===== config.mk =====
export PLATFORM = sky130hd
export DESIGN_NAME = pipe_issue_ctrl_flat
export DESIGN_NICKNAME = d
export VERILOG_FILES = /design/src/rtl/pipe_issue_ctrl_if.sv /design/src/rtl/pipe_issue_ctrl.sv /design/src/flat_wrapper.sv
export SDC_FILE = /design/constraint.sdc
export NUM_CORES = 1
export LEC_CHECK = 0
export CORE_UTILIZATION = 44
export CTS_BUF_LIST = sky130_fd_sc_hd__clkbuf_2 sky130_fd_sc_hd__clkbuf_4 sky130_fd_sc_hd__clkbuf_8
export DETAILED_ROUTE_END_ITERATION = 10
export HOLD_SLACK_MARGIN = 0.15
export MAX_ROUTING_LAYER = met4
export PLACE_DENSITY = 0.91
export SYNTH_ARGS = -nofsm -noshare
export SYNTH_HDL_FRONTEND = slang
export SYNTH_SLANG_ARGS = --single-unit

===== constraint.sdc =====
create_clock -name clk -period 2.4 [get_ports clk]
set_input_delay 0.36 -clock clk [delete_from_list [all_inputs] [get_ports clk]]
set_output_delay 0.36 -clock clk [all_outputs]
set_load 0.05 [all_outputs]

===== src/rtl/pipe_issue_ctrl_if.sv =====
`default_nettype none
// ============================================================================
// Module      : pipe_issue_ctrl_if
// Description : Fetch handshake plus per-stage status/control bundle for the
//               4-stage issue controller. The controller takes the slave side.
// Revision    : 1.0 - initial release
// ============================================================================
interface pipe_issue_ctrl_if #(
  parameter int CNT_W = 8
) ();
  logic             instr_valid;
  logic [7:0]       instr;
  logic             instr_ready;
  logic             id_valid;
  logic             ex_valid;
  logic             wb_valid;
  logic [7:0]       id_instr;
  logic [7:0]       ex_instr;
  logic [7:0]       wb_instr;
  logic             pc_src;
  logic             ex_alu;
  logic             wb_reg_wrt;
  logic             stall;
  logic             flush;
  logic             fwd_a;
  logic             fwd_b;
  logic [CNT_W-1:0] stall_cnt;

  // Fetch / observer side
  modport master (
    output instr_valid, instr,
    input  instr_ready, id_valid, ex_valid, wb_valid,
    input  id_instr, ex_instr, wb_instr,
    input  pc_src, ex_alu, wb_reg_wrt,
    input  stall, flush, fwd_a, fwd_b, stall_cnt
  );

  // Issue controller side
  modport slave (
    input  instr_valid, instr,
    output instr_ready, id_valid, ex_valid, wb_valid,
    output id_instr, ex_instr, wb_instr,
    output pc_src, ex_alu, wb_reg_wrt,
    output stall, flush, fwd_a, fwd_b, stall_cnt
  );
endinterface
`default_nettype wire


===== src/rtl/pipe_issue_ctrl.sv =====
`default_nettype none
// ============================================================================
// Module      : pipe_issue_ctrl
// Description : Issue and hazard controller for a 4-stage 8-bit pipeline
//               (IF -> ID -> EX -> WB). Stalls on RAW hazards against ID,
//               inserts BR_BUBBLES issue-blocked cycles after a branch and
//               counts hazard-stall cycles.
//               Optional macro PIPE_FWD_EN: replaces RAW stalls with EX->ID
//               forwarding flags (fwd_a / fwd_b).
// Revision    : 1.0 - initial release
// ============================================================================
module pipe_issue_ctrl #(
  parameter int BR_BUBBLES = 1,
  parameter int CNT_W      = 8
) (
  input  logic               clk,
  input  logic               rst_n,
  pipe_issue_ctrl_if.slave   bus
);

  localparam logic [2:0] BR_LOAD = 3'(BR_BUBBLES);

  logic             id_valid_q, id_valid_d;
  logic             ex_valid_q, ex_valid_d;
  logic             wb_valid_q, wb_valid_d;
  logic [7:0]       id_instr_q, id_instr_d;
  logic [7:0]       ex_instr_q, ex_instr_d;
  logic [7:0]       wb_instr_q, wb_instr_d;
  logic [2:0]       bcnt_q, bcnt_d;
  logic [CNT_W-1:0] stall_cnt_q, stall_cnt_d;
  logic             fwd_a_q, fwd_a_d;
  logic             fwd_b_q, fwd_b_d;

  logic             hz_w;
  logic             flush_w;
  logic             stall_w;
  logic             ready_w;
  logic             accept_w;
  logic             id_writes_w;

  // ID holds an instruction that will write rd (real, non-branch)
  assign id_writes_w = id_valid_q & ~id_instr_q[7];

`ifdef PIPE_FWD_EN
  // Forwarding covers every ID->IF dependency, so issue never stalls
  assign hz_w = 1'b0;
`else
  assign hz_w = bus.instr_valid & ~bus.instr[7] & id_writes_w &
                ((bus.instr[3:2] == id_instr_q[5:4]) |
                 (bus.instr[1:0] == id_instr_q[5:4]));
`endif

  // Issue gating; everything reads 0 while reset is held
  assign flush_w  = rst_n & (bcnt_q != 3'd0);
  assign stall_w  = rst_n & hz_w & ~flush_w;
  assign ready_w  = rst_n & ~flush_w & ~stall_w;
  assign accept_w = bus.instr_valid & ready_w;

  // Next-state: pipeline shift, bubble counter, stall counter, forward flags
  always_comb begin
    id_valid_d  = accept_w;
    id_instr_d  = accept_w ? bus.instr : 8'h00;
    ex_valid_d  = id_valid_q;
    ex_instr_d  = id_instr_q;
    wb_valid_d  = ex_valid_q;
    wb_instr_d  = ex_instr_q;
    bcnt_d      = bcnt_q;
    stall_cnt_d = stall_cnt_q + {{(CNT_W-1){1'b0}}, stall_w};
    fwd_a_d     = 1'b0;
    fwd_b_d     = 1'b0;

    if (accept_w && bus.instr[7]) begin
      bcnt_d = BR_LOAD;
    end else if (bcnt_q != 3'd0) begin
      bcnt_d = bcnt_q - 3'd1;
    end

`ifdef PIPE_FWD_EN
    // Flags travel with the instruction into ID; a bubble leaves them clear
    if (accept_w && !bus.instr[7] && id_writes_w) begin
      fwd_a_d = (bus.instr[3:2] == id_instr_q[5:4]);
      fwd_b_d = (bus.instr[1:0] == id_instr_q[5:4]);
    end
`endif
  end

  // State registers with synchronous active-low reset discarding in-flight work
  always_ff @(posedge clk) begin
    if (!rst_n) begin
      id_valid_q  <= 1'b0;
      ex_valid_q  <= 1'b0;
      wb_valid_q  <= 1'b0;
      id_instr_q  <= 8'h00;
      ex_instr_q  <= 8'h00;
      wb_instr_q  <= 8'h00;
      bcnt_q      <= 3'd0;
      stall_cnt_q <= '0;
      fwd_a_q     <= 1'b0;
      fwd_b_q     <= 1'b0;
    end else begin
      id_valid_q  <= id_valid_d;
      ex_valid_q  <= ex_valid_d;
      wb_valid_q  <= wb_valid_d;
      id_instr_q  <= id_instr_d;
      ex_instr_q  <= ex_instr_d;
      wb_instr_q  <= wb_instr_d;
      bcnt_q      <= bcnt_d;
      stall_cnt_q <= stall_cnt_d;
      fwd_a_q     <= fwd_a_d;
      fwd_b_q     <= fwd_b_d;
    end
  end

  assign bus.instr_ready = ready_w;
  assign bus.stall       = stall_w;
  assign bus.flush       = flush_w;
  assign bus.id_valid    = id_valid_q;
  assign bus.ex_valid    = ex_valid_q;
  assign bus.wb_valid    = wb_valid_q;
  assign bus.id_instr    = id_instr_q;
  assign bus.ex_instr    = ex_instr_q;
  assign bus.wb_instr    = wb_instr_q;
  assign bus.pc_src      = rst_n & id_valid_q & id_instr_q[7];
  assign bus.ex_alu      = ex_valid_q & ex_instr_q[6];
  assign bus.wb_reg_wrt  = wb_valid_q & ~wb_instr_q[7];
  assign bus.fwd_a       = fwd_a_q;
  assign bus.fwd_b       = fwd_b_q;
  assign bus.stall_cnt   = stall_cnt_q;

endmodule
`default_nettype wire


===== src/flat_wrapper.sv =====
// flat-port wrapper written by rule: the top's interface ports become plain ports
module pipe_issue_ctrl_flat 
#(
  parameter int BR_BUBBLES = 1,
  parameter int CNT_W      = 8
)
  (clk, rst_n, bus_instr_valid, bus_instr, bus_instr_ready, bus_id_valid, bus_ex_valid, bus_wb_valid, bus_id_instr, bus_ex_instr, bus_wb_instr, bus_pc_src, bus_ex_alu, bus_wb_reg_wrt, bus_stall, bus_flush, bus_fwd_a, bus_fwd_b, bus_stall_cnt);
  pipe_issue_ctrl_if #(.CNT_W(CNT_W)) bus_i ();
  input  logic clk;
  input  logic rst_n;
  input wire logic [$bits(bus_i.instr_valid)-1:0] bus_instr_valid;
  input wire logic [$bits(bus_i.instr)-1:0] bus_instr;
  output wire logic [$bits(bus_i.instr_ready)-1:0] bus_instr_ready;
  output wire logic [$bits(bus_i.id_valid)-1:0] bus_id_valid;
  output wire logic [$bits(bus_i.ex_valid)-1:0] bus_ex_valid;
  output wire logic [$bits(bus_i.wb_valid)-1:0] bus_wb_valid;
  output wire logic [$bits(bus_i.id_instr)-1:0] bus_id_instr;
  output wire logic [$bits(bus_i.ex_instr)-1:0] bus_ex_instr;
  output wire logic [$bits(bus_i.wb_instr)-1:0] bus_wb_instr;
  output wire logic [$bits(bus_i.pc_src)-1:0] bus_pc_src;
  output wire logic [$bits(bus_i.ex_alu)-1:0] bus_ex_alu;
  output wire logic [$bits(bus_i.wb_reg_wrt)-1:0] bus_wb_reg_wrt;
  output wire logic [$bits(bus_i.stall)-1:0] bus_stall;
  output wire logic [$bits(bus_i.flush)-1:0] bus_flush;
  output wire logic [$bits(bus_i.fwd_a)-1:0] bus_fwd_a;
  output wire logic [$bits(bus_i.fwd_b)-1:0] bus_fwd_b;
  output wire logic [$bits(bus_i.stall_cnt)-1:0] bus_stall_cnt;
  assign bus_i.instr_valid = bus_instr_valid;
  assign bus_i.instr = bus_instr;
  assign bus_instr_ready = bus_i.instr_ready;
  assign bus_id_valid = bus_i.id_valid;
  assign bus_ex_valid = bus_i.ex_valid;
  assign bus_wb_valid = bus_i.wb_valid;
  assign bus_id_instr = bus_i.id_instr;
  assign bus_ex_instr = bus_i.ex_instr;
  assign bus_wb_instr = bus_i.wb_instr;
  assign bus_pc_src = bus_i.pc_src;
  assign bus_ex_alu = bus_i.ex_alu;
  assign bus_wb_reg_wrt = bus_i.wb_reg_wrt;
  assign bus_stall = bus_i.stall;
  assign bus_flush = bus_i.flush;
  assign bus_fwd_a = bus_i.fwd_a;
  assign bus_fwd_b = bus_i.fwd_b;
  assign bus_stall_cnt = bus_i.stall_cnt;
  pipe_issue_ctrl #(.BR_BUBBLES(BR_BUBBLES), .CNT_W(CNT_W)) u_core (.clk(clk), .rst_n(rst_n), .bus(bus_i));
endmodule

==> results.toml, run 1 <==
[status]
status = "complete, but fails checks"
failed_checks = "DRC"

[power_and_ir_drop]
ir_drop_uv = 657
clockPowerShare_pct = 24.6
p_total_w = 0.00177
swShare_pct = 33.5
power_density_nw_per_um2 = 859
seqPwrFrac_pct = 41.4
p_comb_share_pct = 33.9
switchingPower_w = 0.000591
p_int_w = 0.00117
leakagePower_nw = 0.828

[finish]
fillers = 198
finish.instance_area_um2 = 2060
antenna_cells = 0
seqCellArea_um2 = 764
multiInputGateArea_um2 = 566
num-nets-final = 207
final_core_util_pct = 72.7
area_growth_pct = 52.4
layout_common_cells = "clkdlybuf4s50_1, dfxtp_1, and2_1"
final_common_cell = "clkdlybuf4s50_1"
drive_gt1_share_pct = 13.5

[setup_path]
critPathRequiredTime_ns = 2.04
path_max_fanout = 9
arrival_ns = 1.88
start_kind = "input port"
endpoint_kind = "output port"
critPathKind = "input port to output port"

[global_route]
grt_pass1_wl_um = 4440
grt_pass1_vias = 1038
overflow = 0
grt_max_degree = 24
grt_usage_pct = 18.3
antenna_found_initial = 0

[timing]
post-route-period-util_pct = 93.4
rsz0062_at_grt = "false"
fmax_ghz = 0.446
setup-tns-final_ns = 0
whs_ns = 0.466
finalSetupViolCount = 0
max_slew_margin_pct = 66.1
skew_ns = 0.00264
hold_viol_final = 0
worstMarginPinSlew_ns = 0.508
drv_slew = 0
post-route-min-period_ns = 2.24

[placed_design]
numPortBuffers = 51
place.gp.congestion = 0.799
placed_area_um2 = 1980
dp_hpwl_um = 2110

[clock_tree]
clkTransAtPathRegs_ns = 0.10
clkLatencyLatePin_ns = 0.32
clock_path_buffers = 2
cts_hold_buf = 0
cts_setup_buffers = 0
clock_sinks = 38
cts_made_buffers = 5
cts_tree = "yes"
root_buffer = "clkbuf_4"
ctsHtreeMaxLevel = 2
cts_resized = 0

[drt]
drtAntennaViolNets = 0
dr.pass1.iters = 7
viasPerCell = 4.96
wl_per_cell_um = 12.2
drt_iter0_drc = 39
drc = 4
routed_wl_um = 2720
num_vias = 1107

[floorplanning]
start_util_pct = 47.7
die_w_um = 57.4
ios = 54
fp-row-count = 19
design.core.area_um2 = 2830
dieArea_um2 = 3290
die_y_um = 57.4

[logic_synthesis]
yosysTopAreaCell = "dfxtp_1"
synthesis.instances = 132
synthMuxAreaShare_pct = 0.741
ys_warn_count = 0
seq_area_frac_synth_pct = 56.3
synth-seq-cells = 38
synth_adder_area_share_pct = 3.71
yosys.area_share.simple_pct = 22.9
yosysUniqueCellTypes = 30
synth_top_family_by_area = "simple AND/OR/NAND/NOR gates"
synth_area_leaders = "dfxtp_1, and2_1, a21oi_1"
synth_top_area_share_pct = 56.3
synth_compound_gate_area_share_pct = 8.62
syn_area_um2 = 1350
synth_xor_area_share_pct = 4.54
synth_area_per_cell_um2 = 10.2

[hold_path]
min_path_type = "flip-flop to flip-flop"

[flow_run]
cap_violations = 0
## through the flow
step	worst slack, ns	std cells
3_5_place_dp	-0.0474	216
4_1_cts	0.169	223
3_3_place_gp	0.0765	216
6_report	0.159	223
2_1_floorplan	0.0667	133
5_1_grt	0.0972	223
## metal layers
| layer | vias up | track usage [%] | part of all wire, % |
|---|---|---|---|
| met5 | - | - | 0 |
| met3 | 2 | 4.76 | 4.9 |
| met2 | 34 | 34.6 | 56 |
| met1 | 521 | 17.3 | 39 |
| met4 | 0 | 7.32 | 0.99 |
| li1 | 550 | - | - |
## synth_stat cells
master	n
a31oi_1	1
a21boi_0	1
buf_2	1
o21ai_0	4
and3_1	2
xor2_1	6
nor2b_1	2
and2_1	21
mux2i_1	1
clkbuf_1	2
nor2_1	6
o22ai_2	1
nand4_1	1
a21oi_1	11
inv_1	2
xnor2_1	1
conb_1	1
dfxtp_1	38
nor3b_2	1
a311oi_2	1
clkinv_1	1
and2_2	1
ha_1	4
nand2_1	10
or3_1	3
nand2b_1	2
nand3_2	1
buf_4	2
nand3_1	3
and4b_1	1
## flip-flops by register name, indices dropped and copies added, names as in the netlist
| register | count |
|---|---|
| u_core.bus.ex_valid | 1 |
| u_core.bus.stall_cnt | 8 |
| u_core.bus.id_instr | 8 |
| u_core.bus.wb_valid | 1 |
| u_core.bcnt_q | 3 |
| u_core.bus.wb_instr | 8 |
| u_core.bus.ex_instr | 8 |
| u_core.bus.id_valid | 1 |
## final timing paths
check                         start                       to  slack [ns]  cells after the start
max reg2reg        u_core.bcnt_q[0]  u_core.bus.stall_cnt[6]        0.26                      9
min          u_core.bus.ex_instr[2]   u_core.bus.wb_instr[2]        0.47                      1
min reg2reg  u_core.bus.ex_instr[2]   u_core.bus.wb_instr[2]        0.47                      1
max                    bus_instr[1]          bus_instr_ready        0.16                      6
## kinds of logic after synthesis
kind of cell,after synthesis
AO/OA/AOI/OAI,19
XOR/XNOR,7
adder cells (fa/ha/maj),4
buffers and inverters,8
flip-flops,38
multiplexers,1
other,1
AND/OR/NAND/NOR,54
## worst max-delay path, stage by stage
cell and delay (ns):
clkdlybuf4s50_1 0.51, xor2_1 0.21, o22ai_2 0.12, buf_4 0.18, a311oi_2 0.32, buf_12 0.18
## area by class of cell
class,instances,share of cell area (%)
clock inverters,1,1.46
repair buffers,57,29.0
flip-flops and latches,38,37.2
inverters,3,0.547
clock buffers,6,2.49
multi-input cells,87,27.5
well taps,31,1.89
## power by group through the flow
| stage | registers (W) | logic [W] | clock network [W] |
|---|---|---|---|
| after global placement | 0.000742 | 0.000579 | 0 |
| after detailed placement | 0.000747 | 0.000600 | 0 |
| after floorplan | 0.000871 | 0.000251 | 0 |
| after CTS | 0.000732 | 0.000602 | 0.000444 |
| final | 0.000732 | 0.000599 | 0.000435 |
| after global routing | 0.000740 | 0.000636 | 0.000473 |
No activity file was read; power rests on OpenSTA's default activity.
==> run 2: changes to the inputs <==
CORE_ASPECT_RATIO = 1.4   (was unset)
CTS_CLUSTER_SIZE = 40   (was unset)
==> results.toml, run 2 (synthesis results as in run 1) <==
[status]
status = "finished clean"

[timing]
fmax_ghz = 0.445
worstMarginPinSlew_ns = 0.528
max_slew_margin_pct = 64.7
rsz0062_at_grt = "false"
drv_slew = 0
skew_ns = 0.00685
finalSetupViolCount = 0
hold_viol_final = 0
post-route-min-period_ns = 2.25
setup-tns-final_ns = 0
post-route-period-util_pct = 93.7

[floorplanning]
start_util_pct = 46.9
die_y_um = 67.5
dieArea_um2 = 3300
fp-row-count = 23
design.core.area_um2 = 2880
ios = 54
die_w_um = 48.8

[drt]
drtAntennaViolNets = 0
viasPerCell = 4.89
drt_iter0_drc = 22
routed_wl_um = 2830
wl_per_cell_um = 12.4
dr.pass1.iters = 4
num_vias = 1119
drc = 0

[power_and_ir_drop]
power_density_nw_per_um2 = 892
ir_drop_uv = 626
leakagePower_nw = 0.841
p_total_w = 0.00187

[flow_run]
cap_violations = 0

[clock_tree]
clock_path_buffers = 2
cts_tree = "yes"
clkTransAtPathRegs_ns = 0.07
ctsHtreeMaxLevel = 2
cts_made_buffers = 5
clkLatencyLatePin_ns = 0.29
cts_hold_buf = 0
clock_sinks = 38
cts_resized = 0
root_buffer = "clkbuf_8"
cts_setup_buffers = 0

[setup_path]
path_max_fanout = 9
rrSetupSlack_ns = 0.36
arrival_ns = 1.89
critPathRequiredTime_ns = 2.04
endpoint_kind = "output port"
r2r_cells = 9
critPathKind = "input port to output port"
start_kind = "input port"

[global_route]
grt_pass1_vias = 1057
grt_usage_pct = 19.8
grt_max_degree = 24
grt_pass1_wl_um = 4690
antenna_found_initial = 0
overflow = 0

[finish]
antenna_cells = 0
layout_common_cells = "clkdlybuf4s50_1, dfxtp_1, and2_1"
fillers = 188
fin_cells = 229
final_common_cell = "clkdlybuf4s50_1"
num-nets-final = 207
drive_gt1_share_pct = 13.5
area_growth_pct = 55.2

[hold_path]
min_path_type = "flip-flop to flip-flop"
min_path_cells = 1

[placed_design]
numPortBuffers = 51
place_inst = 222
dp_hpwl_um = 2150
place.gp.congestion = 0.752
[run 2: final timing paths]
kind                          startpoint                 endpoint
setup / recovery            bus_instr[0]          bus_instr_ready
hold / removal    u_core.bus.id_instr[0]   u_core.bus.ex_instr[0]
setup reg to reg        u_core.bcnt_q[0]  u_core.bus.stall_cnt[6]
hold reg to reg   u_core.bus.id_instr[0]   u_core.bus.ex_instr[0]
[run 2: area by class of cell]
cell class	instances	area [µm²]	share of cell area (%)
flip-flops and latches	38	764	36.5
clock inverters	1	30.0	1.43
repair buffers	57	596	28.4
clock buffers	6	82.6	3.94
well taps	37	46.3	2.21
inverters	3	11.3	0.537
multi-input cells	87	566	27.0
[run 2: metrics by stage]
step           worst slack [ns]  hold WS, ns  util, %  instance area [µm²]
2_1_floorplan            0.0667        0.448        -                 1370
3_3_place_gp             0.0786        0.445     68.9                 1980
3_5_place_dp             0.0159        0.452     68.9                 1980
4_1_cts                   0.142        0.470     72.8                 2100
5_1_grt                  0.0755        0.494     72.8                 2100
6_report                  0.152        0.468     72.8                 2100
[run 2: routing by layer]
metal	routed length [µm]	vias up	global-route usage, %	part of all wire (%)
met3	139	5	7.21	4.9
met4	70	0	10.7	2.5
li1	-	548	-	-
met1	1140	527	19.9	40
met2	1480	39	33.9	52
met5	0	-	-	0
[run 2: power breakdown]
group          leakage, nW  switching [W]  internal [W]  total (W)
Combinational        0.474       0.000358      0.000238   0.000596
Sequential           0.309      0.0000396      0.000693   0.000733
Clock               0.0573       0.000209      0.000332   0.000542
Total                0.841       0.000607       0.00126    0.00187
[run 2: worst max-delay path, stage by stage]
cell and delay [ns]:
clkdlybuf4s50_1 0.50, xor2_1 0.21, o22ai_2 0.12, buf_4 0.18, a311oi_2 0.33, buf_12 0.18
==> run 3: changes to the inputs <==
SLEW_MARGIN = 20   (was unset)
==> results of run 3 <==
No change in the layout: final DEF, timing and power equal those of run 2.
==> edit 1: new RTL, settings of run 2 <==
`CNT_W` is set to 8 in 3 places; all go to 7.
--- a/src/rtl/pipe_issue_ctrl_if.sv
+++ b/src/rtl/pipe_issue_ctrl_if.sv
@@ -6,7 +6,7 @@
 // Revision    : 1.0 - initial release
 // ============================================================================
 interface pipe_issue_ctrl_if #(
-  parameter int CNT_W = 8
+  parameter int CNT_W = 7
 ) ();
   logic             instr_valid;
   logic [7:0]       instr;
--- a/src/rtl/pipe_issue_ctrl.sv
+++ b/src/rtl/pipe_issue_ctrl.sv
@@ -11,7 +11,7 @@
 // ============================================================================
 module pipe_issue_ctrl #(
   parameter int BR_BUBBLES = 1,
-  parameter int CNT_W      = 8
+  parameter int CNT_W      = 7
 ) (
   input  logic               clk,
   input  logic               rst_n,
--- a/src/flat_wrapper.sv
+++ b/src/flat_wrapper.sv
@@ -2,7 +2,7 @@
 module pipe_issue_ctrl_flat 
 #(
   parameter int BR_BUBBLES = 1,
-  parameter int CNT_W      = 8
+  parameter int CNT_W      = 7
 )
   (clk, rst_n, bus_instr_valid, bus_instr, bus_instr_ready, bus_id_valid, bus_ex_valid, bus_wb_valid, bus_id_instr, bus_ex_instr, bus_wb_instr, bus_pc_src, bus_ex_alu, bus_wb_reg_wrt, bus_stall, bus_flush, bus_fwd_a, bus_fwd_b, bus_stall_cnt);
   pipe_issue_ctrl_if #(.CNT_W(CNT_W)) bus_i ();
Ports: changed (resized bus_stall_cnt); port bits go from 54 to 53. No check against the original RTL was run, so the function may have changed too.
==> edit 1 against run 2 <==
Combinational power barely moved; global-route usage rose by 0.67 points; sequential cell count fell by 1; design area fell by 4.2%; area after synthesis fell by 3.9%; worst hold slack barely moved; die area fell by 3.8%; clock power fell by 18%; clock skew fell by 0.0027 ns; non-clock buffer count fell by 1; fmax fell by 0.89%; power fell by 5.8%; setup slack got worse by 0.020 ns; routed wire length fell by 4.5%; critical endpoint unchanged; largest power group unchanged; highest routed layer unchanged.
==> edit 1: results (changes against run 2) <==
| Metric | Value |
|---|---|
| Leak | 0.814 nW (-3.2%) |
| Endpoint of the worst hold path | u_core.bus.wb_instr[3] |
| Met3 WL post-DR | 131 um (-5.8%) |
| Synth Instances | 126 (-4.5%) |
| Clk_lat worst skew | 0.34 ns (+0.05 ns) |
| Synth area leaders | dfxtp_1 (57%), and2_1 (10%), xor2_1 (4.1%) |
| Layout cells sized above 1 | 14.0% (+0.44 points) |
| Number of global-route vias before repair | 1004 (-5.0%) |
| Met2 WL post-DR | 1530 um (+3.0%) |
| Post-DP HPWL | 2170 um (+0.91%) |
| Multiplexer share of the synthesized area | 0.771% (+0.030 points) |
| Net count, final | 200 (-3.4%) |
| R2R setup slack | 0.26 ns (-0.10 ns) |
| CP arrival | 1.91 ns (+0.02 ns) |
| Met1 GRT Util | 20.8% (+0.90 points) |
| Xor/xnor share of the synthesized area | 4.73% (+0.18 points) |
| Drt total wl | 2710 um (-4.5%) |
| Status | finished, final reports clean |
| GRT Total Usage | 20.5% (+0.67 points) |
| Distinct cells, synth | 28 (-6.7%) |
| Placed Instances | 214 (-3.6%) |
| Critical path launch point | bus_instr[2] |
| Global placer's final weighted congestion | 0.758 (+0.81%) |
| Compound-cell area share of the yosys netlist | 8.20% (-0.42 points) |
| Min Tclk post-route | 2.27 ns (+0.0201 ns) |
| Met3 usage in global routing | 4.10% (-3.1 points) |
| Combinational cell power | 0.598 mW (about the same) |
| Skew final | 0.00417 ns (-0.00268 ns) |
| Seq/Total Area, Yosys | 57.1% (+0.74 points) |
| Hold path startpoint | u_core.bus.ex_instr[3] |
| Pre-CTS setup slack | 0.00575 ns (-0.0102 ns) |
| Placed cell areas | 1920 sq um (-3.2%) |
| CTS clk-pin slew, worst paths | 0.11 ns (+0.04 ns) |
| Sw Pwr | 0.598 mW (-1.5%) |
| M1 WL | 984 um (-14%) |
| Max IR drop VDD | 677 uV (+8.1%) |
| Clock group power | 0.447 mW (-18%) |
| First-pass GRT wire length | 4380 um (-6.5%) |
| Synth Area in Adders | 3.86% (+0.15 points) |
edit 1: cell types whose count changed after synthesis, sizes merged:
cell / change
a21oi: -1
dfxtp: -1
nand3: -1
nand4: -1
o21ai: -1
or3: -1
edit 1: cell type report:
cell class / count / area, sq um / share of cell area (%)
Sequential cell: 37 / 744 / 37.1
Timing Repair Buffer: 56 / 586 / 29.2
Multi-Input combinational cell: 82 / 533 / 26.5
Clock buffer: 6 / 51.3 / 2.55
Tap cell: 36 / 45.0 / 2.24
Clock inverter: 2 / 37.5 / 1.87
Inverter: 3 / 11.3 / 0.561
edit 1: logic make-up after synthesis:
kind of cell,Yosys count
adder cells (fa/ha/maj),4
XOR/XNOR,7
multiplexers,1
buffers and inverters,8
flip-flops,37
AND/OR/NAND/NOR,51
AO/OA/AOI/OAI,17
other,1
edit 1: critical path, stage by stage:
cell and delay, ns:
clkdlybuf4s50_1 0.51, xor2_1 0.22, o22ai_2 0.10, buf_4 0.18, a311oi_2 0.35, buf_12 0.18
==> edit 2: new RTL, settings of run 2 <==
Made on the original files. Make the reset (`rst_n`) asynchronous in one clocked block. Comments in the files are not updated.
--- a/src/rtl/pipe_issue_ctrl.sv
+++ b/src/rtl/pipe_issue_ctrl.sv
@@ -85,7 +85,7 @@
   end
 
   // State registers with synchronous active-low reset discarding in-flight work
-  always_ff @(posedge clk) begin
+  always_ff @(posedge clk or negedge rst_n) begin
     if (!rst_n) begin
       id_valid_q  <= 1'b0;
       ex_valid_q  <= 1'b0;
Check against the original RTL: differs if rst_n is asserted again (counterexample within 4 cycles, from zero or initial values and one cycle with rst_n low); with rst_n held inactive, the same outputs for 10 cycles.
==> edit 2 against run 2 <==
Critical path depth shrank 1; utilization shrank 1.8 points; cell count shrank 14%; clock skew grew 0.0028 ns; sequential cell count is the same; area after synthesis grew 2.7%; combinational power shrank 10%; worst hold slack lost 0.099 ns; setup slack gained 0.048 ns; synthesized cell count shrank 24%; routed wire length grew 3.6%; sequential power grew 0.5%; design area shrank 0.54%; power shrank 7.7%.
==> edit 2: results (changes against run 2) <==
| Metric | Value |
|---|---|
| Worst path slowest cell | dlygate4sd3_1 |
| Reg2reg start | u_core.bcnt_q[0] |
| Global placer's final weighted congestion | 0.847 (+13%) |
| Hold Path Stages | 0 (-1) |
| Distinct cells, synth | 23 (-23%) |
| Number of global-route vias before repair | 980 (-7.3%) |
| Pint | 1.14 mW (-9.4%) |
| Max IR drop VDD | 625 uV (-0.11%) |
| Critical path launch point | rst_n |
| Compound-cell area share of the yosys netlist | 5.69% (-2.9 points) |
| Synthesized area per cell | 13.9 sq um (+36%) |
| Post-DP HPWL | 2200 um (+2.3%) |
| Met3 usage in global routing | 6.89% (-0.32 points) |
| Status | finished, final reports clean |
| Met2 WL post-DR | 1550 um (+4.3%) |
| M1 WL | 1110 um (-2.2%) |
| FFs w/ async S/R, synth | 100% (+100 points) |
| Skew final | 0.00967 ns (+0.00283 ns) |
| Logic gate share of total power | 31.0% (-0.9 points) |
| Rel. slew slack | 65.6% (+0.90 points) |
| GRT Total Usage | 20.4% (+0.61 points) |
| Met1 GRT Util | 22.6% (+2.7 points) |
| Met3 WL post-DR | 219 um (+58%) |
| Xor/xnor share of the synthesized area | 6.95% (+2.4 points) |
| Switching Fraction | 33.7% (+1.2 points) |
| First-pass GRT wire length | 4720 um (+0.73%) |
| WL/cell | 14.8 um (+20%) |
| CP arrival | 1.84 ns (-0.05 ns) |
| Critical Path Max Stage Delay | 0.55 ns (+0.05 ns) |
-- edit 2: cell types whose count changed after synthesis, sizes merged, moves of 3 or more --
cell   before  now
and2       22    2
o21ai       4    0
xnor2       1    4
or3         3    0
dfrtp       0   38
dfxtp      38    0
and3        2    5
-- edit 2: layout make-up --
cell class	count	share of cell area (%)
sequential	38	45.6
timing repair buffer	56	28.3
multi-input combinational	56	18.8
clock buffer	6	3.96
tap	37	2.22
clock inverter	2	0.600
inverter	3	0.540
-- edit 2: worst paths after layout --
check | endpoint | slack, ns
worst max-delay path | bus_pc_src | 0.20
worst min-delay path | u_core.bus.ex_instr[2] | 0.37
worst max register to register | u_core.bus.stall_cnt[5] | 0.35
worst min register to register | u_core.bus.ex_instr[2] | 0.37
max in group asynchronous | u_core.bus.ex_instr[5] | 1.42
min in group asynchronous | u_core.bus.id_valid | 0.47
-- edit 2: repair_timing --
action	4_1_cts	5_1_grt
endpoints found under the hold margin	5	0
gates resized for setup	0	1
setup endpoints to repair	0	1
hold buffers	1	0
